--- src/rtl/sram_port_arbiter_pkg.sv ---
// Shared types and constants for the SRAM port arbiter.
//   arb_state_e : arbiter FSM state encodings
//   arb_req_e   : requester identity (used by the round-robin tie-break)
//   STOP/NO_STOP: stall request levels driven towards CTRL
//   stall_of    : stall request for one requester
package sram_port_arbiter_pkg;

    localparam int unsigned WAIT_CNT_W = 4;

    typedef enum logic [1:0] {
        ARB_IDLE  = 2'd0,
        ARB_GNT_I = 2'd1,
        ARB_GNT_D = 2'd2,
        ARB_RESP  = 2'd3
    } arb_state_e;

    typedef enum logic {
        REQ_I = 1'b0,
        REQ_D = 1'b1
    } arb_req_e;

    localparam logic STOP    = 1'b1;
    localparam logic NO_STOP = 1'b0;

    // A stage stalls while its request is outstanding and not completing this cycle.
    function automatic logic stall_of(input logic req, input logic valid);
        return (req && !valid) ? STOP : NO_STOP;
    endfunction

endpackage

--- src/rtl/sram_arb_wait_cnt.sv ---
// Wait counter for one SRAM access: counts grant cycles without sram_ready.
//   clk, rst   : clock, synchronous active-high reset
//   clr        : restart the count (no access waiting)
//   inc        : one more cycle waited
//   expired_c  : this wait cycle is the MAX_WAIT-th one; the access is abandoned
module sram_arb_wait_cnt
    import sram_port_arbiter_pkg::*;
#(
    parameter int unsigned MAX_WAIT = 15
) (
    input  logic clk,
    input  logic rst,
    input  logic clr,
    input  logic inc,
    output logic expired_c
);

    logic [WAIT_CNT_W-1:0] cnt;

    assign expired_c = inc && (cnt == WAIT_CNT_W'(MAX_WAIT - 1));

    // Count waited cycles; restart on clear or when the limit is hit.
    always_ff @(posedge clk) begin
        if (rst) begin
            cnt <= '0;
        end else if (clr || expired_c) begin
            cnt <= '0;
        end else if (inc) begin
            cnt <= cnt + WAIT_CNT_W'(1);
        end
    end

endmodule

--- src/rtl/sram_port_arbiter.sv ---
// Shares one single-port SRAM between instruction fetch (IF) and data access (MEM).
// Data requests win over fetches (older instruction); one access at a time, no preemption.
// Optional build macro SRAM_ARB_RR_EN: simultaneous requests alternate between I and D.
// Ports:
//   clk, rst                         : clock, synchronous active-high reset
//   inst_req/inst_addr               : IF read request
//   data_req/data_wen/addr/wdata     : MEM load (wen=0) or store request
//   sram_en/wen/addr/wdata           : registered SRAM request, stable until sram_ready
//   sram_rdata/sram_ready            : SRAM response
//   inst_rdata/inst_valid            : fetch result, one-cycle completion pulse
//   data_rdata/data_valid            : load result (unchanged by stores), completion pulse
//   stallreq_if/stallreq_mem         : stall requests to CTRL while an access is pending
//   timeout_err                      : sticky; an access was abandoned after MAX_WAIT cycles
module sram_port_arbiter
    import sram_port_arbiter_pkg::*;
#(
    parameter int unsigned ADDR_W   = 32,
    parameter int unsigned DATA_W   = 32,
    parameter int unsigned MAX_WAIT = 15
) (
    input  logic                clk,
    input  logic                rst,
    input  logic                inst_req,
    input  logic [ADDR_W-1:0]   inst_addr,
    input  logic                data_req,
    input  logic [DATA_W/8-1:0] data_wen,
    input  logic [ADDR_W-1:0]   data_addr,
    input  logic [DATA_W-1:0]   data_wdata,
    output logic                sram_en,
    output logic [DATA_W/8-1:0] sram_wen,
    output logic [ADDR_W-1:0]   sram_addr,
    output logic [DATA_W-1:0]   sram_wdata,
    input  logic [DATA_W-1:0]   sram_rdata,
    input  logic                sram_ready,
    output logic [DATA_W-1:0]   inst_rdata,
    output logic                inst_valid,
    output logic [DATA_W-1:0]   data_rdata,
    output logic                data_valid,
    output logic                stallreq_if,
    output logic                stallreq_mem,
    output logic                timeout_err
);

    arb_state_e          state, state_d;
    logic                sram_en_d;
    logic [DATA_W/8-1:0] sram_wen_d;
    logic [ADDR_W-1:0]   sram_addr_d;
    logic [DATA_W-1:0]   sram_wdata_d;
    logic [DATA_W-1:0]   inst_rdata_d, data_rdata_d;
    logic                inst_valid_d, data_valid_d, timeout_err_d;
    logic                pick_i, pick_d;
    logic                in_gnt, wait_expired_c;
`ifdef SRAM_ARB_RR_EN
    arb_req_e            last_grant, last_grant_d;
`endif

    assign in_gnt = (state == ARB_GNT_I) || (state == ARB_GNT_D);

    sram_arb_wait_cnt #(
        .MAX_WAIT (MAX_WAIT)
    ) u_wait_cnt (
        .clk       (clk),
        .rst       (rst),
        .clr       (!in_gnt || sram_ready),
        .inc       (in_gnt && !sram_ready),
        .expired_c (wait_expired_c)
    );

    assign stallreq_if  = stall_of(inst_req, inst_valid);
    assign stallreq_mem = stall_of(data_req, data_valid);

    // State and output registers.
    always_ff @(posedge clk) begin
        if (rst) begin
            state       <= ARB_IDLE;
            sram_en     <= 1'b0;
            sram_wen    <= '0;
            sram_addr   <= '0;
            sram_wdata  <= '0;
            inst_rdata  <= '0;
            data_rdata  <= '0;
            inst_valid  <= 1'b0;
            data_valid  <= 1'b0;
            timeout_err <= 1'b0;
`ifdef SRAM_ARB_RR_EN
            last_grant  <= REQ_I;
`endif
        end else begin
            state       <= state_d;
            sram_en     <= sram_en_d;
            sram_wen    <= sram_wen_d;
            sram_addr   <= sram_addr_d;
            sram_wdata  <= sram_wdata_d;
            inst_rdata  <= inst_rdata_d;
            data_rdata  <= data_rdata_d;
            inst_valid  <= inst_valid_d;
            data_valid  <= data_valid_d;
            timeout_err <= timeout_err_d;
`ifdef SRAM_ARB_RR_EN
            last_grant  <= last_grant_d;
`endif
        end
    end

    // Next state and next register values.
    always_comb begin
        state_d       = state;
        sram_en_d     = sram_en;
        sram_wen_d    = sram_wen;
        sram_addr_d   = sram_addr;
        sram_wdata_d  = sram_wdata;
        inst_rdata_d  = inst_rdata;
        data_rdata_d  = data_rdata;
        inst_valid_d  = 1'b0;
        data_valid_d  = 1'b0;
        timeout_err_d = timeout_err;
        pick_i        = 1'b0;
        pick_d        = 1'b0;
`ifdef SRAM_ARB_RR_EN
        last_grant_d  = last_grant;
`endif
        case (state)
            ARB_IDLE: begin
`ifdef SRAM_ARB_RR_EN
                // On a tie, the requester that lost the previous tie goes first.
                if (inst_req && data_req) begin
                    pick_d       = (last_grant == REQ_I);
                    pick_i       = !pick_d;
                    last_grant_d = pick_d ? REQ_D : REQ_I;
                end else begin
                    pick_d = data_req;
                    pick_i = inst_req;
                end
`else
                pick_d = data_req;
                pick_i = inst_req && !data_req;
`endif
                if (pick_d) begin
                    state_d      = ARB_GNT_D;
                    sram_en_d    = 1'b1;
                    sram_wen_d   = data_wen;
                    sram_addr_d  = data_addr;
                    sram_wdata_d = data_wdata;
                end else if (pick_i) begin
                    state_d      = ARB_GNT_I;
                    sram_en_d    = 1'b1;
                    sram_wen_d   = '0;
                    sram_addr_d  = inst_addr;
                    sram_wdata_d = '0;
                end
            end
            ARB_GNT_I, ARB_GNT_D: begin
                // Complete on ready, or abandon with zero data once the wait limit is hit.
                if (sram_ready || wait_expired_c) begin
                    state_d    = ARB_RESP;
                    sram_en_d  = 1'b0;
                    sram_wen_d = '0;
                    if (state == ARB_GNT_I) begin
                        inst_valid_d = 1'b1;
                        inst_rdata_d = sram_ready ? sram_rdata : '0;
                    end else begin
                        data_valid_d = 1'b1;
                        if (!sram_ready) begin
                            data_rdata_d = '0;
                        end else if (sram_wen == '0) begin
                            data_rdata_d = sram_rdata;
                        end
                    end
                    if (!sram_ready) begin
                        timeout_err_d = 1'b1;
                    end
                end
            end
            ARB_RESP: begin
                state_d = ARB_IDLE;
            end
            default: begin
                state_d = ARB_IDLE;
            end
        endcase
    end

endmodule

--- config.mk ---
export PLATFORM = sky130hd
export DESIGN_NAME = sram_port_arbiter
export DESIGN_NICKNAME = d
export VERILOG_FILES = /design/src/rtl/sram_port_arbiter_pkg.sv /design/src/rtl/sram_arb_wait_cnt.sv /design/src/rtl/sram_port_arbiter.sv
export SDC_FILE = /design/constraint.sdc
export NUM_CORES = 1
export LEC_CHECK = 0
export ABC_CLOCK_PERIOD_IN_PS = 4200
export CORE_MARGIN = 5
export CORE_UTILIZATION = 40
export DETAILED_ROUTE_END_ITERATION = 16
export GPL_TIMING_DRIVEN = 0
export PLACE_DENSITY = 0.79
export SLEW_MARGIN = 20
export SYNTH_ARGS = -nofsm -noshare
export SYNTH_HDL_FRONTEND = slang
export SYNTH_SLANG_ARGS = --single-unit
export TNS_END_PERCENT = 20
--- constraint.sdc ---
create_clock -name clk -period 4.2 [get_ports clk]
set_clock_uncertainty 0.2 [all_clocks]
set_input_delay 0.63 -clock clk [delete_from_list [all_inputs] [get_ports clk]]
set_output_delay 0.63 -clock clk [all_outputs]
set_load 0.01 [all_outputs]
# After elaboration in Yosys (flattened, before gate mapping)
# Cells that the tools add are included.
# word_totals
register_bits	142
output_inout_bits	138
elab_cells	73
# op_classes
addsub	1
eq_ne	7
n_mux	23
bitwise_logic	4
n_reduce_logical	27
# ops
cell	count
$mux W32	7
$mux W4	3
$reduce_and A3 Y1	3
$pmux W4 S2	1
$mux W1	7
$mux W2	3
$pmux W2 S3	1
$logic_and A1 B1 Y1	5
$logic_not A1 Y1	5
$add A4 B1 Y4 const B	1
$eq A2 B2 Y1 const B	2
$eq A4 B4 Y1 const B	1
$logic_not A4 Y1	1
$logic_or A1 B1 Y1	4
$not A1 Y1	4
$reduce_and A2 Y1	2
$reduce_and A4 Y1	1
$reduce_bool A2 Y1	2
$reduce_or A2 Y1	2
$ne A3 B3 Y1 const B	1
$reduce_or A3 Y1	1
$eq A2 B1 Y1 const B	1
$logic_not A2 Y1	1
$ne A2 B1 Y1 const B	1
other kinds (2)	2

# Logic depth before layout (Yosys ltp)
# Gate-level depths: netlist of run 1.
# logic_depth
depth_word	7
depth_mapped	8
ltp_nobuf	6

# By module
# From an unflattened synthesis of run 1, not the netlist that was laid out.
# unflattened
hier_cells	722
area_unflattened_um2	6094.6
# modules_own_cells
module	n_inst	cells_each	area_per_inst_um2	seq_area_each_um2
sram_port_arbiter	1	703	5899.4	2762.6
sram_arb_wait_cnt	1	19	195.2	80.1

# Least setup slack after synthesis of run 1
# Ideal clock, no wire load.
# synth_path
path_type	input to output
startpoint	input port data_req
endpoint	output port stallreq_mem
arrival_ns	1.308
required_time_ns	3.370
slack_ns	2.062
cell_stages	3
path_buffers	2
path_cell_list	buf_2 > buf_2 > nor2b_1
# synth_via
elab_chain_len	2
# synth_lines
element	line	text
start: declaration	sram_port_arbiter.sv:25	input logic data_req,
$logic_and A1 B1 Y1	sram_port_arbiter_pkg.sv:27	return (req && !valid) ? STOP : NO_STOP;
$mux W1	sram_port_arbiter_pkg.sv:27	
end: declaration	sram_port_arbiter.sv:40	output logic stallreq_mem,
# Every way passes these cells.

# Worst setup path in the final report of run 1
# Same ends and word-level chain as after synthesis.

==> flow_results.org, run 1 <==
** Logic synthesis
- Post-Synth Simple-Gate Area :: 16.1%
- In this run, synthesis produced a sequential element count of 142.
- Among all flip-flop cells after synthesis, the most frequent one is dfxtp_1.
- The Yosys step of the flow raised 0 warnings.
- After synthesis, flip-flops and latches occupy 52.6% of the total area.
- dfxtp_1 is the most common cell in the netlist.
- Share of async-settable or async-resettable flops after synthesis :: 0%
- Synth Net Count :: 686
- Combinational family with the most area after synthesis :: compound AO/OA/AOI/OAI gates
- Counting flops with a built-in enable in the synthesized netlist gives 0.
- Top cells by area in the synthesized netlist :: dfxtp_1 (53%), mux2i_1 (5.9%), nor2_1 (5.3%)
- Proportion of synthesized area in mux cells :: 5.92%
- Post-synth top area cell :: dfxtp_1
- Of the post-synthesis cell area, the dominant cell type holds 52.6%.
- In the synthesized netlist, the cells that appear most often are dfxtp_1 (142), nor2_1 (76), a22oi_1 (35).
- Number of distinct library cell variants in the gate-level netlist after synthesis :: 34
- After technology mapping, the gate count stands at 545.
- After Yosys synthesis, full adders, half adders and majority gates account for 0.925% of the synthesized area.
- Post-synthesis share of cell area spent on xor and xnor gates :: 0.324%
- The synthesized netlist devotes 19.6% of its cell area to compound gates.
- The mapped netlist covers 5410 um^2.
- Each instance of the synthesized netlist takes up on average 9.92 um^2.

** Global routing
- The number of antenna violations at the first check in global routing was 0.
- The number of global-route vias before repair came to 5496.
- Maximum number of pins on one net before global-route repair :: 17
- The total overflow left after global routing is 0.
- In the global route stage, overall resource usage came out at 22.3%.
- The first global-routing pass estimated 28700 um of wire.

** Critical path
- Data on the critical path arrives at its endpoint at 2.46 ns.
- RR Endpoint :: inst_rdata[21]
- Required time at the endpoint of the critical path :: 3.37 ns
- Crit Path Category :: input pin to output port
- In this run the worst path has a maximum fanout of 10.
- The worst setup path is captured at an output port.
- Minimum setup slack among reg-to-reg paths :: 1.88 ns
- The number of cells on the worst reg-to-reg path is 7.
- The worst register-to-register path begins at u_wait_cnt.cnt[0].
- STA classifies the critical path startpoint as an input pin.

** Clock tree
- Once the clock tree was built, the resizer swapped 0 gates to a different size.
- CTS tree :: built
- The number of clock buffers added by TritonCTS is 17.
- Cts hold-fix bufs :: 0
- The H-tree generated during clock tree synthesis spans 4 levels.
- Clock sink total :: 142
- CTS placed an instance of clkbuf_16 at the clock tree root.
- After clock tree synthesis, the clock-pin slew on the worst setup and hold paths is 0.05 ns.
- Clock latency on the worst-skew pair, taken at its later pin, is 0.41 ns.
- Setup repair bufs after CTS :: 0
- Maximum root-to-sink buffer count :: 2

** Timing
- After routing, the total negative slack on setup checks comes to 0 ns.
- For the pin with the worst max-slew slack, the measured transition is 0.556 ns.
- Endpoints failing setup :: 0
- Highest clock rate :: 304 MHz
- The max-slew violation count was 0.
- Setup repair after global routing left no endpoint under its margin.
- The count of endpoints failing hold in the final timing report came to 0.
- Final Critical Period :: 3.29 ns
- Of the available clock period, the critical path in the final layout requires 78.2%.
- Headroom to the max-slew limit came out at 63.0%.

** Floorplanning
- Die width :: 126 um
- The initialized floorplan defines 42 standard-cell rows.
- Count of boundary I/O pins :: 275
- The floorplan step set the die height to 126 um.
- Total core area :: 13200 um^2
- The die covers 15900 um^2.
- Once the floorplan was initialized, standard cells occupied 40.8% of the core.

** Drt
- In the final routed layout, each cell accounts on average for 17.8 um.
- Post-route DRC :: 0
- Vias per cell :: 5.17
- Antenna-violating nets left :: 0
- Initial DRT Pass Iterations :: 5
- The detailed router finished its first iteration with 244 violations.
- For this block, the via count after detailed routing is 5306.
- After detailed routing, the total wire length is 18200 um.

** Placed design
- In this run the tool buffered the top-level ports with 274 buffer cells.
- Placed instance count :: 995
- After detailed placement, the total cell area comes to 8370 um^2.
- Placer Congestion :: 0.870
- Placed wire-length estimate after detailed placement :: 14200 um

** Job
- Across the run, the number of max-cap violations was 0.

** Layout
- Relative to the synthesized area, the layout overhead comes to 65.2%.
- Post-Layout Inst Area :: 8930 um^2
- Fill cells in the final layout number 1051.
- The number of antenna diodes in the final layout is 0.
- The count of cells in the finished layout, fillers not included, comes to 1026.
- Cells with a size suffix above 1 make up 7.29% of the layout.
- For this run, the post-layout net count is 979.

** Min path
- In this run the most critical hold path is launched from timeout_err.
- In this run the worst hold path is classified as flip-flop to flip-flop.
- The worst hold path passes through 2 cells.
- End point of the worst hold path :: timeout_err

** Pwr
- Leak :: 3.34 nW
- Worst ir drop on vdd :: 315 uV
- Power spread over the standard cell area amounts to 522 nW/um^2.

** Outcome
- The run finished with clean final reports.
[metal layers]
metal	up-vias	GRT usage, %	routed length (um)
li1	2562	-	-
met4	0	8.39	343
met2	191	39.6	9480
met5	-	0	0
met3	24	6.18	1120
met1	2529	25.3	7310
[flip-flops by register name, indices dropped and copies added, names as in the netlist, 2 cells and up]
| name | flops |
|---|---|
| inst_rdata | 32 |
| sram_wdata | 32 |
| state | 2 |
| sram_addr | 32 |
| sram_wen | 4 |
| data_rdata | 32 |
| u_wait_cnt.cnt | 4 |
[layout by cell type, fill, tap and decap left out, types with 2 or more instances in the layout]
| cell | instances |
|---|---|
| a22o_1 | 32 |
| a22oi_1 | 35 |
| nor2b_1 | 6 |
| nand3_1 | 5 |
| nor3b_1 | 2 |
| clkbuf_1 | 36 |
| o21ai_1 | 14 |
| a211oi_1 | 33 |
| clkbuf_16 | 17 |
| dfxtp_1 | 142 |
| inv_1 | 3 |
| buf_6 | 3 |
| nor2_1 | 76 |
| buf_1 | 4 |
| clkinv_2 | 4 |
| mux2i_1 | 32 |
| nand2b_1 | 7 |
| ha_1 | 4 |
| buf_2 | 12 |
| clkdlybuf4s50_1 | 274 |
| clkbuf_8 | 5 |
| nand2_1 | 34 |
| o21ai_2 | 17 |
| o21ai_0 | 6 |
| nand4b_1 | 32 |
[metrics by stage]
step                      util [%]  worst slack (ns)  total power [mW]  hold slack, ns
after global routing          67.5             0.801              4.93           0.291
after global placement        63.2             0.942              3.22           0.242
after detailed placement      63.2             0.907              3.28           0.255
after floorplan                  -              2.06              2.50           0.230
after CTS                     67.5             0.905              4.71           0.277
final                         67.5             0.914              4.67           0.271
[worst max-delay path, stage by stage]
cell             delay [ns]
clkdlybuf4s50_1        0.49
buf_2                  0.26
buf_2                  0.33
nor2b_1                0.18
clkdlybuf4s50_1        0.56
[report_power, final]
part           internal, mW  switching (mW)  leakage (nW)
Clock                 0.886           0.531         0.279
Combinational         0.762           0.793          1.91
Sequential             1.57           0.125          1.16
[final cells by class]
type                            instances  area, um^2  area share (%)
Sequential cell                       142        2840            31.8
Multi-Input combinational cell        348        2320            26.0
Timing Repair Buffer                  274        2740            30.7
Tap cell                              176         220            2.46
Buffer                                 52         233            2.61
Clock inverter                          6        57.6           0.644
Clock buffer                           25         505            5.66
Inverter                                3        11.3           0.126
[cell families after synthesis]
logic type	count (synthesis)
compound gates	140
xor+xnor	2
fa+ha+maj	4
buf+inv	55
flops	142
mux	32
simple gates	170
[worst max path at each step]
stage	startpoint	endpoint	slack, ns	depth (start not counted)
2_1_floorplan	data_req	stallreq_mem	2.06	3
3_3_place_gp	data_req	stallreq_mem	0.94	5
3_5_place_dp	data_req	stallreq_mem	0.91	5
4_1_cts	data_req	stallreq_mem	0.91	5
5_1_grt	data_req	stallreq_mem	0.80	5
6_report	data_req	stallreq_mem	0.91	5
No activity file was read; power rests on OpenSTA's default activity.
==> run 2: changes to the inputs <==
ABC_CLOCK_PERIOD_IN_PS = 3000   (was 4200)
CORE_UTILIZATION = 36   (was 40)
PLACE_DENSITY = 0.75   (was 0.79)
clock period = 3 ns   (was 4.2 ns; I/O delays follow)
==> run 2 against run 1 <==
Worst setup slack got worse by 0.79 ns. Sequential share of layout area fell by 0.29 points. Hold slack lost 0.0037 ns. Critical path depth unchanged. Total power increased by 45%. Via count grew 0.25%. Count of clock-buffer cells in the layout fell by 4. Global-route usage fell by 1.7 points. Core utilization is 5.9 points lower. First-iteration DRC count up 2.0%. Largest cell class unchanged.
==> flow_results.org, run 2 (synthesized netlist as in run 1, its figures left out) <==
** Clock tree
- Maximum root-to-sink buffer count :: 2 (unchanged)
- Number of buffers created by CTS :: 17 (unchanged)
- The count of clock tree sinks was 142 (unchanged).
- Post_cts resized :: 0 (unchanged)
- The H-tree depth was 4 (unchanged).
- The number of setup buffers added after CTS came to 0 (unchanged).
- TritonCTS built the clock tree.
- The quantity of hold-fixing buffers added after cts is 0 (unchanged).
- The tree is rooted in a clkbuf_16.
- The clock-pin slew on the worst setup and hold paths was 0.06 ns (about the same).
- The clock network latency to the later pin of the worst-skew pair is 0.41 ns (about the same).

** Drt
- The starting DRC count in detailed routing was 249 (+2.0%).
- Initial DRT Pass Iterations :: 4 (-1)
- Post-route DRC :: 0 (unchanged)
- The remaining antenna violation count after routing came to 0 (unchanged).
- Total wire length after detailed routing :: 18300 um (+0.22%)
- Vias per cell :: 5.14 (-0.53%)
- Detailed-route via count :: 5319 (+0.25%)
- The average wire per standard cell is 17.7 um (-0.56%).

** Timing
- Setup repair after global routing left no endpoint under its margin.
- Highest clock rate :: 347 MHz
- Final Critical Period :: 2.88 ns
- The actual slew at the worst max-slew pin came to 0.602 ns (+0.0461 ns).
- The setup violation total in the final timing report is 0 (unchanged).
- Remaining max-slew budget at the tightest pin :: 59.6% (-3.3 points)
- Final sum of negative setup slack :: 0 ns (unchanged)
- In the finished design, the share of the clock period the worst path needs comes to 96.0%.
- Final Hold Vio Count :: 0 (unchanged)
- The max-slew violation count is 0 (unchanged).

** Layout
- Compared with the post-synthesis result, the final layout area differs by 66.7%.
- Filler cell count in the final layout :: 1179 (+12%)
- The count of placed standard cells in the final layout, fillers left out came to 1034 (+0.78%).
- Antenna diodes :: 0 (unchanged)
- Leaving out fill and tap cells, the most frequent cells in the layout are clkdlybuf4s50_1 (274), dfxtp_1 (142), nor2_1 (76).
- NumNets Final :: 979 (unchanged)
- Leading cell type in the layout, fill and taps excluded :: clkdlybuf4s50_1
- Share of cells above drive strength 1 :: 7.53% (+0.24 points)

** Global routing
- The number of antenna violations at the first check in global routing is 0 (unchanged).
- Overall routing resource usage :: 20.5% (-1.7 points)
- GRT overflow :: 0 (unchanged)
- Global-route wire length before repair :: 29500 um (+3.0%)
- The number of global-route vias before repair is 5732 (+4.3%).
- Maximum number of pins on one net before global-route repair :: 17 (unchanged)

** Critical path
- Levels on crit path :: 5 (unchanged)
- Crit path capture type :: output port
- Reg2Reg Depth :: 7 (unchanged)
- CP top delay family :: buffers and inverters
- Required time at the endpoint of the critical path :: 2.35 ns (-1.02 ns)
- Traced cell by cell, the critical path runs through clkdlybuf4s50_1, buf_2, clkbuf_4, nor2b_1, clkdlybuf4s50_1.
- The largest individual stage delay along the critical path comes from the cell clkdlybuf4s50_1.
- By instance count, the cell type seen most on the critical path is clkdlybuf4s50_1.
- Category of the worst setup path launch point :: input pin
- The biggest cell delay along the critical path was 0.56 ns (about the same).
- The worst-path maximum fanout is 10 (unchanged).
- Crit Path Category :: input pin to output port
- Worst endpoint data arrival time :: 2.23 ns (-0.23 ns)
- The critical path buffer and inverter count is 4 (unchanged).

** Min path
- Type of the worst min-delay path :: flip-flop to flip-flop
- Count of cells along the worst hold path :: 1 (-1)

** Pwr
- The share of power burned in combinational logic was 32.2% (-1.1 points).
- Worst ir drop on vdd :: 382 uV (+21%)
- Power spent charging and discharging nets :: 2.06 mW (+42%)
- Pwr/cell area :: 752 nW/um^2 (+44%)
- The leakage power figure came to 3.37 nW (+0.69%).
- The internal cell power is 4.72 mW (+47%).
- The net switching share of the total power is 30.4% (-0.61 points).
- The clock network fraction of total power came to 32.9% (+2.6 points).
- The relative contribution of sequential cells to total power came to 34.9% (-1.4 points).

** Placed design
- The total half-perimeter wirelength after legalization and detailed placement came to 14100 um (-0.47%).
- The final weighted congestion in routability-driven placement was 0.850 (-2.2%).
- The count of input and output buffers is 274 (unchanged).
- The cell count after placement is 1003 (+0.80%).

** Floorplanning
- The placement row count came to 44 (+4.8%).
- Floorplan die area :: 17600 um^2 (+10%)
- Count of boundary I/O pins :: 275 (unchanged)
- Die width :: 133 um (+5.0%)
- Initial standard-cell utilization of the core :: 36.9% (-3.9 points)
- The height of the chip is 133 um (+5.0%).
- Total core area :: 14600 um^2 (+11%)

** Job
- Max Cap Viol :: 0 (unchanged)

** Outcome
- Result of the run :: complete, no violations
run 2: changes by cell type in the layout (fill, tap and decap cells not counted):
| cell | before | now |
|---|---|---|
| clkbuf_4 | 0 | 1 |
| clkinv_4 | 0 | 1 |
| clkbuf_1 | 36 | 34 |
| bufinv_16 | 1 | 4 |
| clkinv_2 | 4 | 2 |
| buf_2 | 12 | 11 |
| clkbuf_8 | 5 | 3 |
| clkinvlp_4 | 1 | 3 |
run 2: metal layers:
| metal | GRT usage (%) | wire [um] |
|---|---|---|
| met5 | 0 | 0 |
| met4 | 8.03 | 451 |
| met3 | 7.33 | 1380 |
| met2 | 35.5 | 9200 |
| met1 | 23.1 | 7260 |
run 2: final cells by class:
type | count | area, um^2 | share of cell area, %
clock inverters | 10 | 161 | 1.79
multi-input cells | 348 | 2320 | 25.7
flip-flops and latches | 142 | 2840 | 31.5
inverters | 3 | 11.3 | 0.125
plain buffers | 52 | 235 | 2.61
clock buffers | 21 | 470 | 5.22
repair buffers | 274 | 2740 | 30.4
well taps | 184 | 230 | 2.55
run 2: final timing paths:
path	endpoint	slack (ns)	from
max	stallreq_mem	0.12	data_req
min	u_wait_cnt.cnt[0]	0.27	u_wait_cnt.cnt[0]
max reg2reg	inst_rdata[25]	0.68	u_wait_cnt.cnt[0]
min reg2reg	u_wait_cnt.cnt[0]	0.27	u_wait_cnt.cnt[0]
run 2: worst reg2reg max path, delay by kind of cell (launching register included):
| family | cells | cell delay, ns |
|---|---|---|
| AOI/OAI and AO/OA | 2 | 0.50 |
| and+or+nand+nor | 2 | 0.46 |
| buffers and inverters | 2 | 0.50 |
| DFF | 1 | 0.38 |
| adders and majority gates | 1 | 0.22 |
run 2: power groups by stage:
stage / clock, mW / sequential, mW / combinational, mW
after floorplan: 0 / 2.52 / 0.977
after global placement: 0 / 2.39 / 2.12
after detailed placement: 0 / 2.40 / 2.19
after CTS: 2.27 / 2.37 / 2.20
after global routing: 2.36 / 2.41 / 2.38
final: 2.23 / 2.37 / 2.18
run 2: metrics by stage:
step                      util (%)  area, um^2  hold WS [ns]  worst slack (ns)  power (mW)
after global routing          61.6        9010         0.284           0.00718        7.15
after CTS                     61.5        9010         0.266            0.0479        6.85
after global placement        57.2        8380         0.242            0.0780        4.50
final                         61.6        9010         0.267             0.119        6.78
after floorplan                  -        5410         0.230              1.11        3.50
after detailed placement      57.2        8380         0.253            0.0449        4.59
